--- config.mk ---
export PLATFORM = sky130hd
export DESIGN_NAME = i2c_byte_master
export DESIGN_NICKNAME = d
export VERILOG_FILES = /design/src/rtl/i2c_byte_master.sv
export SDC_FILE = /design/constraint.sdc
export NUM_CORES = 1
export LEC_CHECK = 0
export ABC_AREA = 0
export CAP_MARGIN = 15
export CORE_MARGIN = 2
export CORE_UTILIZATION = 57
export CTS_CLUSTER_DIAMETER = 120
export DETAILED_ROUTE_END_ITERATION = 7
export PLACE_DENSITY = 0.84
export SLEW_MARGIN = 20
export SYNTH_ARGS = -nofsm -noshare
export SYNTH_HDL_FRONTEND = slang
export SYNTH_SLANG_ARGS = --single-unit
--- constraint.sdc ---
create_clock -name clk -period 3 [get_ports clk]
set_input_delay 0.6 -clock clk [delete_from_list [all_inputs] [get_ports clk]]
set_output_delay 0.6 -clock clk [all_outputs]
set_load 0.02 [all_outputs]
--- src/rtl/i2c_byte_master.sv ---
// i2c_byte_master: single-byte I2C write/read sequencer driven by the data_clk phase clock
//   clk, rst (sync, active-low)   data_clk  rise = mid SCL-low, fall = mid SCL-high
//   start_req/addr/rw/wr_data     request, captured when busy=0
//   sda_in                        sampled SDA
//   sda_oe, scl_not_ena, busy     open-drain SDA pull, SCL enable (low = clocking), activity
//   rd_data, rd_valid, ack_err    read result, one-cycle update pulse, slave NACK flag
module i2c_byte_master #(
    parameter int ADDR_W = 7,
    parameter int DATA_W = 8
) (
    input  logic              clk,
    input  logic              rst,
    input  logic              data_clk,
    input  logic              start_req,
    input  logic [ADDR_W-1:0] addr,
    input  logic              rw,
    input  logic [DATA_W-1:0] wr_data,
    input  logic              sda_in,
    output logic              sda_oe,
    output logic              scl_not_ena,
    output logic              busy,
    output logic [DATA_W-1:0] rd_data,
    output logic              rd_valid,
    output logic              ack_err
);
    localparam int CW = $clog2((ADDR_W + 1) > DATA_W ? ADDR_W + 1 : DATA_W);
    typedef enum logic [3:0] {IDLE, START, ADDR, SACK1, WR, SACK2, RD, MACK, STOP} state_t;
    state_t            state;
    logic [ADDR_W:0]   sh_a;
    logic [DATA_W-1:0] sh_d;
    logic [DATA_W-1:0] rd_sh;
    logic [CW-1:0]     bit_cnt;
    logic              dclk_q;
    logic              rise;
    logic              fall;
    assign rise = data_clk & ~dclk_q;
    assign fall = ~data_clk & dclk_q;
    always_ff @(posedge clk) begin
        if (!rst) begin
            state       <= IDLE;
            sda_oe      <= 1'b0;
            scl_not_ena <= 1'b1;
            busy        <= 1'b0;
            rd_data     <= '0;
            rd_valid    <= 1'b0;
            ack_err     <= 1'b0;
            dclk_q      <= 1'b0;
            sh_a        <= '0;
            sh_d        <= '0;
            rd_sh       <= '0;
            bit_cnt     <= '0;
        end else begin
            dclk_q   <= data_clk;
            rd_valid <= 1'b0;
            if (start_req && !busy) begin
                sh_a    <= {addr, rw};
                sh_d    <= wr_data;
                busy    <= 1'b1;
                ack_err <= 1'b0;
            end
            case (state)
                IDLE: if (busy && fall) begin
                    sda_oe      <= 1'b1;
                    scl_not_ena <= 1'b0;
                    state       <= START;
                end
                START: if (rise) begin
                    state   <= ADDR;
                    bit_cnt <= CW'(ADDR_W);
                    sda_oe  <= ~sh_a[ADDR_W];
                end
                // bit_cnt indexes the bit currently on the line
                ADDR: if (rise) begin
                    if (bit_cnt == '0) begin
                        state  <= SACK1;
                        sda_oe <= 1'b0;
                    end else begin
                        bit_cnt <= bit_cnt - 1'b1;
                        sda_oe  <= ~sh_a[bit_cnt - 1'b1];
                    end
                end
                SACK1: begin
                    if (fall && sda_in) ack_err <= 1'b1;
                    if (rise) begin
                        if (ack_err) begin
                            state  <= STOP;
                            sda_oe <= 1'b1;
                        end else if (sh_a[0]) begin
                            state   <= RD;
                            bit_cnt <= CW'(DATA_W - 1);
                            sda_oe  <= 1'b0;
                        end else begin
                            state   <= WR;
                            bit_cnt <= CW'(DATA_W - 1);
                            sda_oe  <= ~sh_d[DATA_W-1];
                        end
                    end
                end
                WR: if (rise) begin
                    if (bit_cnt == '0) begin
                        state  <= SACK2;
                        sda_oe <= 1'b0;
                    end else begin
                        bit_cnt <= bit_cnt - 1'b1;
                        sda_oe  <= ~sh_d[bit_cnt - 1'b1];
                    end
                end
                SACK2: begin
                    if (fall && sda_in) ack_err <= 1'b1;
                    if (rise) begin
                        state  <= STOP;
                        sda_oe <= 1'b1;
                    end
                end
                RD: begin
                    if (fall) rd_sh <= {rd_sh[DATA_W-2:0], sda_in};
                    if (rise) begin
                        if (bit_cnt == '0) begin
                            state    <= MACK;
                            rd_data  <= rd_sh;
                            rd_valid <= 1'b1;
                        end else begin
                            bit_cnt <= bit_cnt - 1'b1;
                        end
                    end
                end
                // SDA stays released here: the master NACK ends the read
                MACK: if (rise) begin
                    state  <= STOP;
                    sda_oe <= 1'b1;
                end
                // SDA rising while SCL is high forms the STOP condition
                STOP: if (fall) begin
                    sda_oe      <= 1'b0;
                    scl_not_ena <= 1'b1;
                    busy        <= 1'b0;
                    state       <= IDLE;
                end
                default: state <= IDLE;
            endcase
        end
    end
endmodule

==> results by group <==
STA
  • FMAX: 431 MHz
  • Slew Limit Fails: 0
  • Min Hold Slack: 0.455 ns
  • Worst Skew: 0.00437 ns
  • Crit share post-route: 77.4%
  • Final setup vio count: 0
  • RSZ-0062 raised after global routing: false
  • Relative slew slack: 60.4%
  • Setup tns final: 0 ns
  • Hold Fails Final Rpt: 0
  • Worst slew pin tran: 0.595 ns
  • Final min period: 2.32 ns

Routing
  • Routed vias: 1793
  • Detailed Route Iter0 Violations: 141
  • DR vias/cell: 5.50
  • DR pass1 iterations: 4
  • Wire per inst: 13.4 microns
  • Met1 wire length: 2.00 mm
  • Remaining DRCs: 0
  • Routed wl met2: 2.14 mm
  • Final ANT Viol Nets: 0
  • DR top layer: met4
  • Routed WL: 4.38 mm
  • Routed wire length on met3: 145 microns

Placement
  • Placed insts: 318
  • GP Congestion: 0.922
  • Detail Placement HPWL: 3.11 mm
  • IO buf count: 33

Logic synthesis
  • Syn_area_per_cell: 8.41 sq um
  • EDFF count, synth: 0
  • Synth Area in XOR/XNOR: 0.833%
  • Mapped Cells: 250
  • Post-Syn Nets: 273
  • Simple-Gate Fraction of Synth Area: 24.2%
  • Mapped cell area: 2100 sq um
  • Post-Synth Adder-Cell Area: 1.19%
  • Flip-flop and latch count after synthesis: 45
  • Largest cells by area after synthesis: dfxtp_1 (43%), nand2_1 (7.9%), mux2i_1 (7.6%)
  • Synth Area in Compound Gates: 14.9%
  • Distinct cells, synth: 42
  • Post-synth top flop: dfxtp_1
  • Leading area contributor after synthesis: dfxtp_1
  • Sequential element share of the synthesized area: 42.8%
  • Main combinational cell family by area after synthesis: simple AND/OR/NAND/NOR gates
  • Post-synthesis async set-or-reset flop share: 0%
  • Yosys warnings: 0
  • Synth top area share: 42.8%
  • Post-synthesis mux area share: 11.9%

Floorplan
  • Die Ht: 64.7 microns
  • Die width: 64.7 microns
  • Core area: 3610 sq um
  • Initial Util: 58.3%
  • Die Footprint: 4190 sq um
  • Site Rows: 22
  • # IOs: 34

Clock tree
  • Clk_lat worst skew: 0.30 ns
  • Clk sinks: 45
  • Clk root buf: clkbuf_8
  • Max Root-Sink Buffers: 2
  • Worst-path clk slew: 0.09 ns
  • CTS H-tree depth: 2
  • CTS tree: yes
  • Resized Gates After CTS: 0
  • CTS buffer count: 5
  • Postcts setup bufs: 0
  • CTS hold repair buffers: 0

Setup path
  • CP startpoint kind: input port
  • Max Fanout on Critical Path: 7
  • Crit path kind: input port to flip-flop
  • Required time of the critical path: 3.20 ns
  • Worst path slowest cell: clkdlybuf4s50_1
  • CP cell instances: clkdlybuf4s50_1 -> nor2b_1 -> nand3_1 -> a211oi_1 -> a21oi_1 -> a311oi_1
  • Critical path data arrival time: 2.52 ns
  • Critical path capture point type: flip-flop
  • Slowest stage delay, CP: 0.53 ns

Cells and area
  • Ant. Diodes: 0
  • Fin nets: 300
  • Share of layout cells above drive strength 1: 6.83%
  • Syn-to-layout area delta: 21.3%
  • Finished Layout Cells: 326
  • Final Util: 70.7%

Run
  • Max cap viols: 0

Power and ir drop
  • P_leak: 1.03 nW
  • P per Cell Area: 508 nW/um^2
  • VDD IR max: 0.000437 V

Outcome
  • Status: complete, no violations

Global route
  • Number of global-route vias before repair: 1626
  • Global-route usage over all layers: 22.7%
  • Gr ovfl total: 0
  • Initial antenna violation count: 0
  • First-pass GRT wire length: 7.25 mm
  • Largest net degree at the start of global routing: 41

Hold path
  • Hold Path Class: flip-flop to flip-flop
## critical path: cells and delay by family
family                 cells  cell delay [ns]
AOI/OAI and AO/OA          3             0.84
buffers and inverters      1             0.53
and+or+nand+nor            2             0.55
## cell usage after synthesis (all sizes together) (5+ instances only)
| cell | instances |
|---|---|
| o21ai | 7 |
| a21oi | 25 |
| inv | 6 |
| clkbuf | 15 |
| nand3 | 5 |
| nand2b | 7 |
| dfxtp | 45 |
| nor2 | 28 |
| nand2 | 44 |
| mux2i | 16 |
| nor2b | 6 |
## area by class of cell
type / count / area [sq um]
Sequential cell: 45 / 901
Fill cell: 284 / 1050
Clock inverter: 3 / 25.0
Multi-Input combinational cell: 182 / 1110
Timing Repair Buffer: 37 / 360
Clock buffer: 5 / 68.8
Tap cell: 48 / 60.1
Inverter: 6 / 22.5
## where the power goes
part           switching (mW)  internal (mW)  total, mW
Sequential             0.0379          0.625      0.662
Combinational           0.126          0.122      0.247
Clock                   0.215          0.170      0.385
Total                   0.379          0.916       1.29
## routing by layer
metal | vias to the layer above | GRT usage [%]
met4 | 0 | 9.04
met3 | 10 | 5.73
met5 | - | 0
met1 | 832 | 28.1
li1 | 920 | -
met2 | 31 | 37.8
## cell families after synthesis
group                      after synthesis
buffers and inverters                   23
DFF                                     45
adders and majority gates                2
AOI/OAI and AO/OA                       49
xor gates and xnor gates                 2
and+or+nand+nor                        109
muxes                                   20
## stage by stage
stage	setup WS, ns	area, sq um	power [mW]
finish	0.678	2550	1.29
detailed placement	0.433	2460	0.921
global placement	0.530	2460	0.917
floorplan	1.07	2100	0.846
global route	0.548	2550	1.36
CTS	0.703	2550	1.30
## flip-flops by register name, summed over array words and instances, names as in the netlist
signal,flops
rd_data,8
rd_sh,8
sh_a,8
sh_d,8
state,4
bit_cnt,3
ack_err,1
busy,1
dclk_q,1
rd_valid,1
scl_not_ena,1
sda_oe,1
## worst paths after layout
path,start,endpoint,slack (ns),cells after the start
min reg2reg,sh_a[4],sh_a[4],0.46,2
max,data_clk,bit_cnt[2],0.68,6
min,sh_a[4],sh_a[4],0.46,2
max reg2reg,bit_cnt[0],sda_oe,0.78,6
## layout by cell type (no fill, tap or decap), types with 2 or more instances in the layout
cell / synthesis / routed
inv_6: 0 / 2
mux4_2: 4 / 4
nor2b_1: 6 / 6
nor3_1: 2 / 2
mux2i_1: 16 / 16
nand2b_1: 7 / 7
o21ai_0: 7 / 7
nor2_1: 28 / 28
nand2_1: 44 / 44
a211oi_1: 3 / 3
clkdlybuf4s50_1: 0 / 33
inv_1: 6 / 6
a21oi_1: 25 / 25
dfxtp_1: 45 / 45
nand3_1: 5 / 5
buf_4: 0 / 4
clkbuf_8: 0 / 5
ha_1: 2 / 2
nand4_1: 4 / 4
a211o_1: 4 / 4
a311oi_1: 2 / 2
Power figures use the tool's default switching activity.
